## src/rtl/dmem_arbiter.sv

```systemverilog
// Two-port arbiter in front of a single-port data memory: grants one word access
// at a time, holds the strobes for LATENCY cycles and returns data/error with an ack.
module dmem_arbiter #(
  parameter int MEM_BYTES = 32,
  parameter int LATENCY   = 1,
  parameter bit PRIO_A    = 1'b0
) (
  input  logic        clk_i,
  input  logic        rst_i,
  input  logic        a_req_i,
  input  logic        a_we_i,
  input  logic [31:0] a_addr_i,
  input  logic [31:0] a_wdata_i,
  output logic        a_ack_o,
  input  logic        b_req_i,
  input  logic        b_we_i,
  input  logic [31:0] b_addr_i,
  input  logic [31:0] b_wdata_i,
  output logic        b_ack_o,
  output logic [31:0] rdata_o,
  output logic        err_o,
  output logic        grant_o,
  output logic        busy_o,
  output logic [31:0] mem_addr_o,
  output logic [31:0] mem_wdata_o,
  output logic        mem_read_o,
  output logic        mem_write_o,
  input  logic [31:0] mem_data_i
);
  localparam int            CW       = (LATENCY > 1) ? $clog2(LATENCY) : 1;
  localparam logic [CW-1:0] CNT_INIT = CW'(LATENCY - 1);
  localparam logic [31:0]   MAX_ADDR = 32'(MEM_BYTES - 4);

  typedef enum logic [1:0] {IDLE, BUSY, DONE} state_t;

  state_t        state_q, state_d;
  logic [CW-1:0] cnt_q, cnt_d;
  logic          we_q, we_d;
  logic          grant_q, grant_d;
  logic          rr_q, rr_d;
  logic          err_q, err_d;
  logic [31:0]   rdata_q, rdata_d;
  logic [31:0]   mem_addr_q, mem_addr_d;
  logic [31:0]   mem_wdata_q, mem_wdata_d;
  logic          mem_read_q, mem_read_d;
  logic          mem_write_q, mem_write_d;
  logic          a_ack_q, a_ack_d;
  logic          b_ack_q, b_ack_d;
  logic          busy_q, busy_d;

  logic          pick_b;
  logic          sel_we;
  logic [31:0]   sel_addr;
  logic [31:0]   sel_wdata;
  logic          legal;

  always_comb begin
    state_d     = state_q;
    cnt_d       = cnt_q;
    we_d        = we_q;
    grant_d     = grant_q;
    rr_d        = rr_q;
    err_d       = err_q;
    rdata_d     = rdata_q;
    mem_addr_d  = mem_addr_q;
    mem_wdata_d = mem_wdata_q;
    mem_read_d  = 1'b0;
    mem_write_d = 1'b0;
    a_ack_d     = 1'b0;
    b_ack_d     = 1'b0;

    // rr_q holds the last granted port; on a tie the other one wins unless A has priority
    pick_b    = b_req_i & (~a_req_i | (~PRIO_A & ~rr_q));
    sel_we    = pick_b ? b_we_i    : a_we_i;
    sel_addr  = pick_b ? b_addr_i  : a_addr_i;
    sel_wdata = pick_b ? b_wdata_i : a_wdata_i;
    legal     = (sel_addr[1:0] == 2'b00) && (sel_addr <= MAX_ADDR);

    case (state_q)
      IDLE: begin
        if (a_req_i || b_req_i) begin
          grant_d = pick_b;
          rr_d    = pick_b;
          we_d    = sel_we;
          if (legal) begin
            state_d     = BUSY;
            cnt_d       = CNT_INIT;
            err_d       = 1'b0;
            mem_addr_d  = sel_addr;
            mem_wdata_d = sel_wdata;
            mem_read_d  = ~sel_we;
            mem_write_d = sel_we;
          end else begin
            state_d = DONE;
            err_d   = 1'b1;
            rdata_d = '0;
            a_ack_d = ~pick_b;
            b_ack_d = pick_b;
          end
        end
      end
      BUSY: begin
        if (cnt_q != '0) begin
          cnt_d       = cnt_q - 1'b1;
          mem_read_d  = ~we_q;
          mem_write_d = we_q;
        end else begin
          state_d = DONE;
          rdata_d = we_q ? 32'h0 : mem_data_i;
          a_ack_d = ~grant_q;
          b_ack_d = grant_q;
        end
      end
      DONE:    state_d = IDLE;
      default: state_d = IDLE;
    endcase

    busy_d = (state_d != IDLE);
  end

  always_ff @(posedge clk_i) begin
    if (rst_i) begin
      state_q     <= IDLE;
      cnt_q       <= '0;
      we_q        <= 1'b0;
      grant_q     <= 1'b0;
      rr_q        <= 1'b1;
      err_q       <= 1'b0;
      rdata_q     <= '0;
      mem_addr_q  <= '0;
      mem_wdata_q <= '0;
      mem_read_q  <= 1'b0;
      mem_write_q <= 1'b0;
      a_ack_q     <= 1'b0;
      b_ack_q     <= 1'b0;
      busy_q      <= 1'b0;
    end else begin
      state_q     <= state_d;
      cnt_q       <= cnt_d;
      we_q        <= we_d;
      grant_q     <= grant_d;
      rr_q        <= rr_d;
      err_q       <= err_d;
      rdata_q     <= rdata_d;
      mem_addr_q  <= mem_addr_d;
      mem_wdata_q <= mem_wdata_d;
      mem_read_q  <= mem_read_d;
      mem_write_q <= mem_write_d;
      a_ack_q     <= a_ack_d;
      b_ack_q     <= b_ack_d;
      busy_q      <= busy_d;
    end
  end

  assign a_ack_o     = a_ack_q;
  assign b_ack_o     = b_ack_q;
  assign rdata_o     = rdata_q;
  assign err_o       = err_q;
  assign grant_o     = grant_q;
  assign busy_o      = busy_q;
  assign mem_addr_o  = mem_addr_q;
  assign mem_wdata_o = mem_wdata_q;
  assign mem_read_o  = mem_read_q;
  assign mem_write_o = mem_write_q;
endmodule
```

## config.mk

```make
export PLATFORM = sky130hd
export DESIGN_NAME = dmem_arbiter
export DESIGN_NICKNAME = d
export VERILOG_FILES = /design/src/rtl/dmem_arbiter.sv
export SDC_FILE = /design/constraint.sdc
export NUM_CORES = 1
export LEC_CHECK = 0
export BUFFER_PORTS_ARGS = -buffer_cell sky130_fd_sc_hd__buf_2
export CORE_MARGIN = 2
export CORE_UTILIZATION = 38
export DETAILED_ROUTE_END_ITERATION = 10
export PLACE_DENSITY = 0.76
export SYNTH_ARGS = -nofsm -noshare
export SYNTH_HDL_FRONTEND = slang
export SYNTH_SLANG_ARGS = --single-unit
```

## constraint.sdc

```tcl
create_clock -name clk_i -period 1.7 [get_ports clk_i]
set_input_delay 0.17 -clock clk_i [delete_from_list [all_inputs] [get_ports clk_i]]
set_output_delay 0.17 -clock clk_i [all_outputs]
set_load 0.05 [all_outputs]
```

==> results.yml, run 1 <==
run_status:
  status: "completed"
yosys:
  yosysWarnings: 0
  synth.distinct_cells: 35
  async_flop_share_pct: 0
  synth_top_family_by_area: "simple AND/OR/NAND/NOR gates"
  syn_area_um2: 4200
  synth_xor_area_share_pct: 0
  yosys_register_bits: 107
  ys_top_cells_by_area: "dfxtp_1 (51%), nand4b_1 (7.3%), a22o_1 (6.9%), nor2_1 (6.6%), and2_1 (4.8%)"
  synth_mux_area_share_pct: 0.954
  synthesis.nets: 607
  synth_top_area_cell: "dfxtp_1"
  netlist.area_leader.share_pct: 51.0
  synth_most_common_cell: "dfxtp_1"
  synth_seq_area_share_pct: 51.0
  syn_area_per_cell_um2: 9.52
  synth-compound-area-share_pct: 13.9
  synth_edf_count: 0
  yosys.area_share.simple_pct: 29.9
  synth_cells: 441
  synth-main-ff-cell: "dfxtp_1"
  synth_common_cells: "dfxtp_1 (107), nor2_1 (74), nand4b_1 (35), a22o_1 (33), o21ai_1 (33)"
  synthAdderAreaFrac_pct: 0
pwr:
  p_sw_mw: 1.17
  powerDensity_nw_per_um2: 752
  pwr-share-clk_pct: 32.6
  p_seq_share_pct: 55.1
  pwr-share-comb_pct: 12.3
  p_leak_nw: 2.99
  p_int_mw: 3.42
  p_sw_share_pct: 25.5
  vdd_drop_max_mv: 0.563
placed_design:
  place_ws_ns: -0.408
  io_buffers: 268
  routabilityCongestion: 0.849
  hpwl_um: 9210
sta:
  layout_setup_ws_ns: 0.0440
  setup_viol: 0
  timing.final.crit_period_ns: 1.66
  slew-limit-headroom_pct: 76.6
  layout_worst_path_cycle_share_pct: 97.4
  fmax_mhz: 604
  worstMarginPinSlew_ns: 0.348
  hold_violations: 0
  maxSlewViolCount: 0
  setup-tns-final_ns: 0
  finClkSkew_ns: 0.00702
  rsz0062_at_grt: "yes"
clocking:
  ctsHtreeMaxLevel: 3
  numCtsBuffers: 9
  tritoncts: "yes"
  cts_max_path_buffers: 2
  cts.clk_slew.worst_paths_ns: 0.10
  clock_latency_ns: 0.37
  cts_root_buffer: "clkbuf_8"
  cts_sinks: 107
worst_hold_path:
  hold_class: "in2reg"
  holdPathStages: 2
final_layout:
  diodes: 0
  syn_to_final_growth_pct: 45.4
  multiInputGateArea_um2: 1910
  regArea_um2: 2140
  fillers: 958
  drive_gt1_share_pct: 44.6
  nNetsFinal: 880
grt:
  grt_pass1_vias: 3948
  overflow: 0
  grt_usage_pct: 19.4
  antenna_found_initial: 0
  grt_max_degree: 83
  grt_pass1_wl_um: 18300
routing:
  wl_per_cell_um: 14.6
  dr.pass1.iters: 4
  vias: 4336
  vias_per_cell: 5.05
  routed_wirelength_um: 12500
  drc: 0
  ant_nets: 0
  drt_iter0_drc: 176
setup_path:
  timing.critical_path.buf_inv: 2
  cp.arrival_ns: 1.95
  cp_top_family: "simple AND/OR/NAND/NOR gates"
  cp.required_ns: 1.99
  cp-end-kind: "flop"
  start_kind: "flop"
  crit_path_max_incr_delay_ns: 0.36
  path_class: "reg2reg"
  crit_path_max_fanout: 7
  critical_path.slowest_cell: "dfxtp_2"
  crit_chain: "a21bo_2, nor3_2, and3_4, buf_4, nor2_2, buf_4, o31ai_1"
  cpMostUsedCell: "buf_4"
  crit_cells: 7
  rr_worst_depth: 7
die:
  start_util_pct: 38.9
  die-area_um2: 11900
  die_x_um: 109
  die_y_um: 109
  core_area_um2: 10800
  num_rows: 38
  pin_count: 269
job:
  drv_cap: 0
cells in the final DEF (no fill, tap or decap), types with 2 or more instances in the layout:
master,synthesis,final
dlygate4sd3_1,0,6
buf_12,0,8
nor3_4,0,2
mux2i_1,4,4
buf_2,8,268
and2_1,32,32
clkbuf_8,0,10
nor4_1,14,13
a22o_1,33,33
o31ai_1,3,3
or3_1,32,32
buf_4,2,13
a21oi_1,3,3
nand2_1,4,4
dfxtp_1,107,106
nor3_1,8,8
nor2_1,74,74
inv_8,0,2
and4_2,2,2
nand3_1,3,3
o21ai_1,33,33
and4_1,2,2
nand4b_1,35,35
clkinv_4,0,2
kinds of logic after synthesis:
group	count (synthesis)
AND/OR/NAND/NOR	215
buffers and inverters	36
multiplexers	4
flip-flops	107
AO/OA/AOI/OAI	79
final cells by class:
type / instances / area share, %
repair buffers: 296 / 27.4
multi-input cells: 299 / 31.4
clock inverters: 6 / 0.923
clock buffers: 10 / 2.26
well taps: 140 / 2.87
flip-flops and latches: 107 / 35.1
inverters: 1 / 0.0615
path summary, 6_finish.rpt:
path / slack (ns) / start / endpoint
worst min register to register: 0.46 / mem_addr_o[0] / mem_addr_o[0]
worst max register to register: 0.04 / rr_q / mem_wdata_o[17]
worst min-delay path: 0.02 / mem_data_i[12] / rdata_o[12]
worst max-delay path: 0.04 / rr_q / mem_wdata_o[17]
layer usage:
metal	vias up	global-route usage [%]	part of all wire, %
met4	0	6.50	1.9
met3	23	4.84	7.0
li1	2133	-	-
met1	2009	22.1	41
met2	171	35.1	50
met5	-	0	0
registers in the layout, indices dropped and copies added (netlist names), 2 cells and up:
name / count
mem_wdata_o: 32
mem_addr_o: 32
state_q: 2
rdata_o: 32
what timing repair did:
item / 4_1_cts / 5_1_grt
pin swaps: 17 / 1
gates cloned: 0 / 1
endpoints found under the hold margin: 4 / 2
setup endpoints to repair: 64 / 93
resized for setup: 6 / 7
buffers inserted: 0 / 2
hold buffers: 4 / 2
power groups by stage:
stage	sequential, mW	combinational (mW)	clock [mW]
floorplan	2.61	0.235	0
global placement	2.58	0.509	0
detailed placement	2.59	0.528	0
CTS	2.53	0.545	1.54
global route	2.53	0.620	1.64
finish	2.53	0.565	1.50
per-stage QoR:
| stage | hold slack (ns) | util (%) | instances | cell area [um^2] | power, mW |
|---|---|---|---|---|---|
| 6_report | 0.0175 | 56.5 | 859 | 6100 | 4.59 |
| 5_1_grt | 0.00322 | 56.5 | 859 | 6100 | 4.79 |
| 4_1_cts | 0.000299 | 55.7 | 854 | 6010 | 4.62 |
| 3_5_place_dp | 0.393 | 53.3 | 834 | 5750 | 3.11 |
| 3_3_place_gp | 0.390 | 53.3 | 834 | 5750 | 3.09 |
| 2_1_floorplan | 0.303 | - | 441 | 4200 | 2.85 |
worst reg2reg max path: cells and delay by family (launching register included):
family | cells | cell delay [ns]
compound gates | 2 | 0.44
buf+inv | 2 | 0.28
flops | 1 | 0.36
simple gates | 3 | 0.51
Note: power is estimated with default switching activity, not from simulation.
==> run 2, diff against run 1 <==
--- a/config.mk
+++ b/config.mk
@@ -9,7 +9,7 @@
 export CORE_MARGIN = 2
 export CORE_UTILIZATION = 38
 export DETAILED_ROUTE_END_ITERATION = 10
-export PLACE_DENSITY = 0.76
+export PLACE_DENSITY_LB_ADDON = 0.25
 export SYNTH_ARGS = -nofsm -noshare
 export SYNTH_HDL_FRONTEND = slang
 export SYNTH_SLANG_ARGS = --single-unit
==> run 2 against run 1 <==
Net effect: non-clock buffer count grew 22; register-to-register slack improved by 0.02 ns; critical endpoint is now rdata_o[0]; critical path type unchanged; sequential share of layout area decreased by 1.5 points; die area is the same; maximum frequency rose by 1.2%; flip-flop and latch count stayed put; final area rose by 4.6%; largest cell class unchanged.
==> results.yml, run 2 (same netlist as run 1, synthesis figures left out) <==
run_status:
  status: "completed"
clocking:
  cts.clk_slew.worst_paths_ns: 0.11
  cts_max_path_buffers: 2
  clock_latency_ns: 0.38
  cts_root_buffer: "clkbuf_8"
  numCtsBuffers: 9
  tritoncts: "yes"
  ctsHtreeMaxLevel: 3
  cts_sinks: 107
worst_hold_path:
  hold_class: "in2reg"
grt:
  grt_pass1_wl_um: 19800
  overflow: 0
  grt_pass1_vias: 4195
  antenna_found_initial: 0
  grt_max_degree: 43
  grt_usage_pct: 21.4
sta:
  fmax_mhz: 611
  layout_worst_path_cycle_share_pct: 96.3
  slew-limit-headroom_pct: 78.0
  hold_violations: 0
  setup_viol: 0
  worstMarginPinSlew_ns: 0.321
  timing.final.crit_period_ns: 1.64
  finClkSkew_ns: 0.0101
  maxSlewViolCount: 0
setup_path:
  cp_top_family: "compound AO/OA/AOI/OAI gates"
  timing.critical_path.buf_inv: 3
  crit_path_max_fanout: 19
  cp-end-kind: "flop"
  crit_path_max_incr_delay_ns: 0.39
  crit_chain: "a21bo_4, buf_12, nand3_4, a311oi_4, buf_4, clkbuf_16, a22o_1"
  cp.required_ns: 2.03
  start_kind: "flop"
  critical_path.slowest_cell: "dfxtp_2"
  path_class: "reg2reg"
  cp.arrival_ns: 1.97
routing:
  dr.pass1.iters: 4
  vias_per_cell: 4.96
  drc: 0
  vias: 4361
  wl_per_cell_um: 15.1
  drt_iter0_drc: 232
  ant_nets: 0
  routed_wirelength_um: 13300
die:
  num_rows: 38
  pin_count: 269
  core_area_um2: 10800
  die_y_um: 109
  start_util_pct: 38.9
  die_x_um: 109
  die-area_um2: 11900
placed_design:
  dpl.cell_count: 830
  io_buffers: 268
  routabilityCongestion: 0.786
  hpwl_um: 9190
final_layout:
  final_common_cell: "buf_2"
  nNetsFinal: 901
  fillers: 902
  syn_to_final_growth_pct: 52.1
  drive_gt1_share_pct: 43.0
  stdcell_count: 880
  diodes: 0
  layout_common_cells: "buf_2 (268), dfxtp_1 (106), nor2_1 (74), nand4b_1 (35)"
pwr:
  p_leak_nw: 3.11
  powerDensity_nw_per_um2: 770
  power_mw: 4.92
  vdd_drop_max_mv: 0.569
job:
  drv_cap: 0
-- run 2: power by group --
part / internal (mW) / total (mW) / leakage, nW / switching [mW]
Combinational: 0.333 / 0.619 / 2.13 / 0.286
Clock: 0.858 / 1.77 / 0.117 / 0.912
Sequential: 2.52 / 2.53 / 0.863 / 0.00888
-- run 2: timing repair --
item / CTS / global route
hold buffers: 31 / 0
pin swaps: 0 / 1
cloned: 0 / 2
hold endpoints to repair: 31 / 0
setup endpoints to repair: 32 / 36
resized for setup: 1 / 5
buffers inserted: 0 / 1
-- run 2: stage by stage --
step / cell area, um^2 / hold slack [ns] / setup WS [ns] / setup TNS [ns] / utilization, %
2_1_floorplan: 4200 / 0.303 / 0.0586 / 0 / -
3_3_place_gp: 5760 / 0.387 / 0.0328 / 0 / 53.3
3_5_place_dp: 5760 / 0.392 / -0.0635 / -1.04 / 53.3
4_1_cts: 6300 / 0.00574 / 0.0384 / 0 / 58.3
5_1_grt: 6380 / 0.0122 / -0.00610 / -0.00610 / 59.1
6_report: 6380 / 0.0284 / 0.0630 / 0 / 59.1
-- run 2: per-layer routing --
layer | GRT usage [%] | vias up | wire [um]
met3 | 5.32 | 21 | 1080
met4 | 9.52 | 0 | 325
met1 | 24.3 | 1966 | 5250
met2 | 37.8 | 198 | 6670
li1 | - | 2176 | -
met5 | 0 | - | 0
-- run 2: worst register-to-register path, cell delays in order, from the launching register on --
cell and delay (ns):
dfxtp_2 0.39, a21bo_4 0.20, buf_12 0.19, nand3_4 0.10, a311oi_4 0.22, buf_4 0.19
clkbuf_16 0.17, a22o_1 0.14
-- run 2: path summary, 6_finish.rpt --
| kind | from | end | slack (ns) | cells past startpoint |
|---|---|---|---|---|
| worst max register to register | rr_q | rdata_o[0] | 0.06 | 7 |
| worst min register to register | mem_addr_o[1] | mem_addr_o[1] | 0.46 | 1 |
| worst min-delay path | mem_data_i[25] | rdata_o[25] | 0.03 | 2 |
| worst max-delay path | rr_q | rdata_o[0] | 0.06 | 7 |
-- run 2: cell type report --
class | instances | area (um^2) | share of cell area (%)
sequential | 107 | 2140 | 33.6
timing repair buffer | 318 | 1920 | 30.0
multi-input combinational | 298 | 1910 | 30.0
tap | 140 | 175 | 2.74
clock buffer | 9 | 124 | 1.94
clock inverter | 7 | 106 | 1.67
inverter | 1 | 3.75 | 0.0588
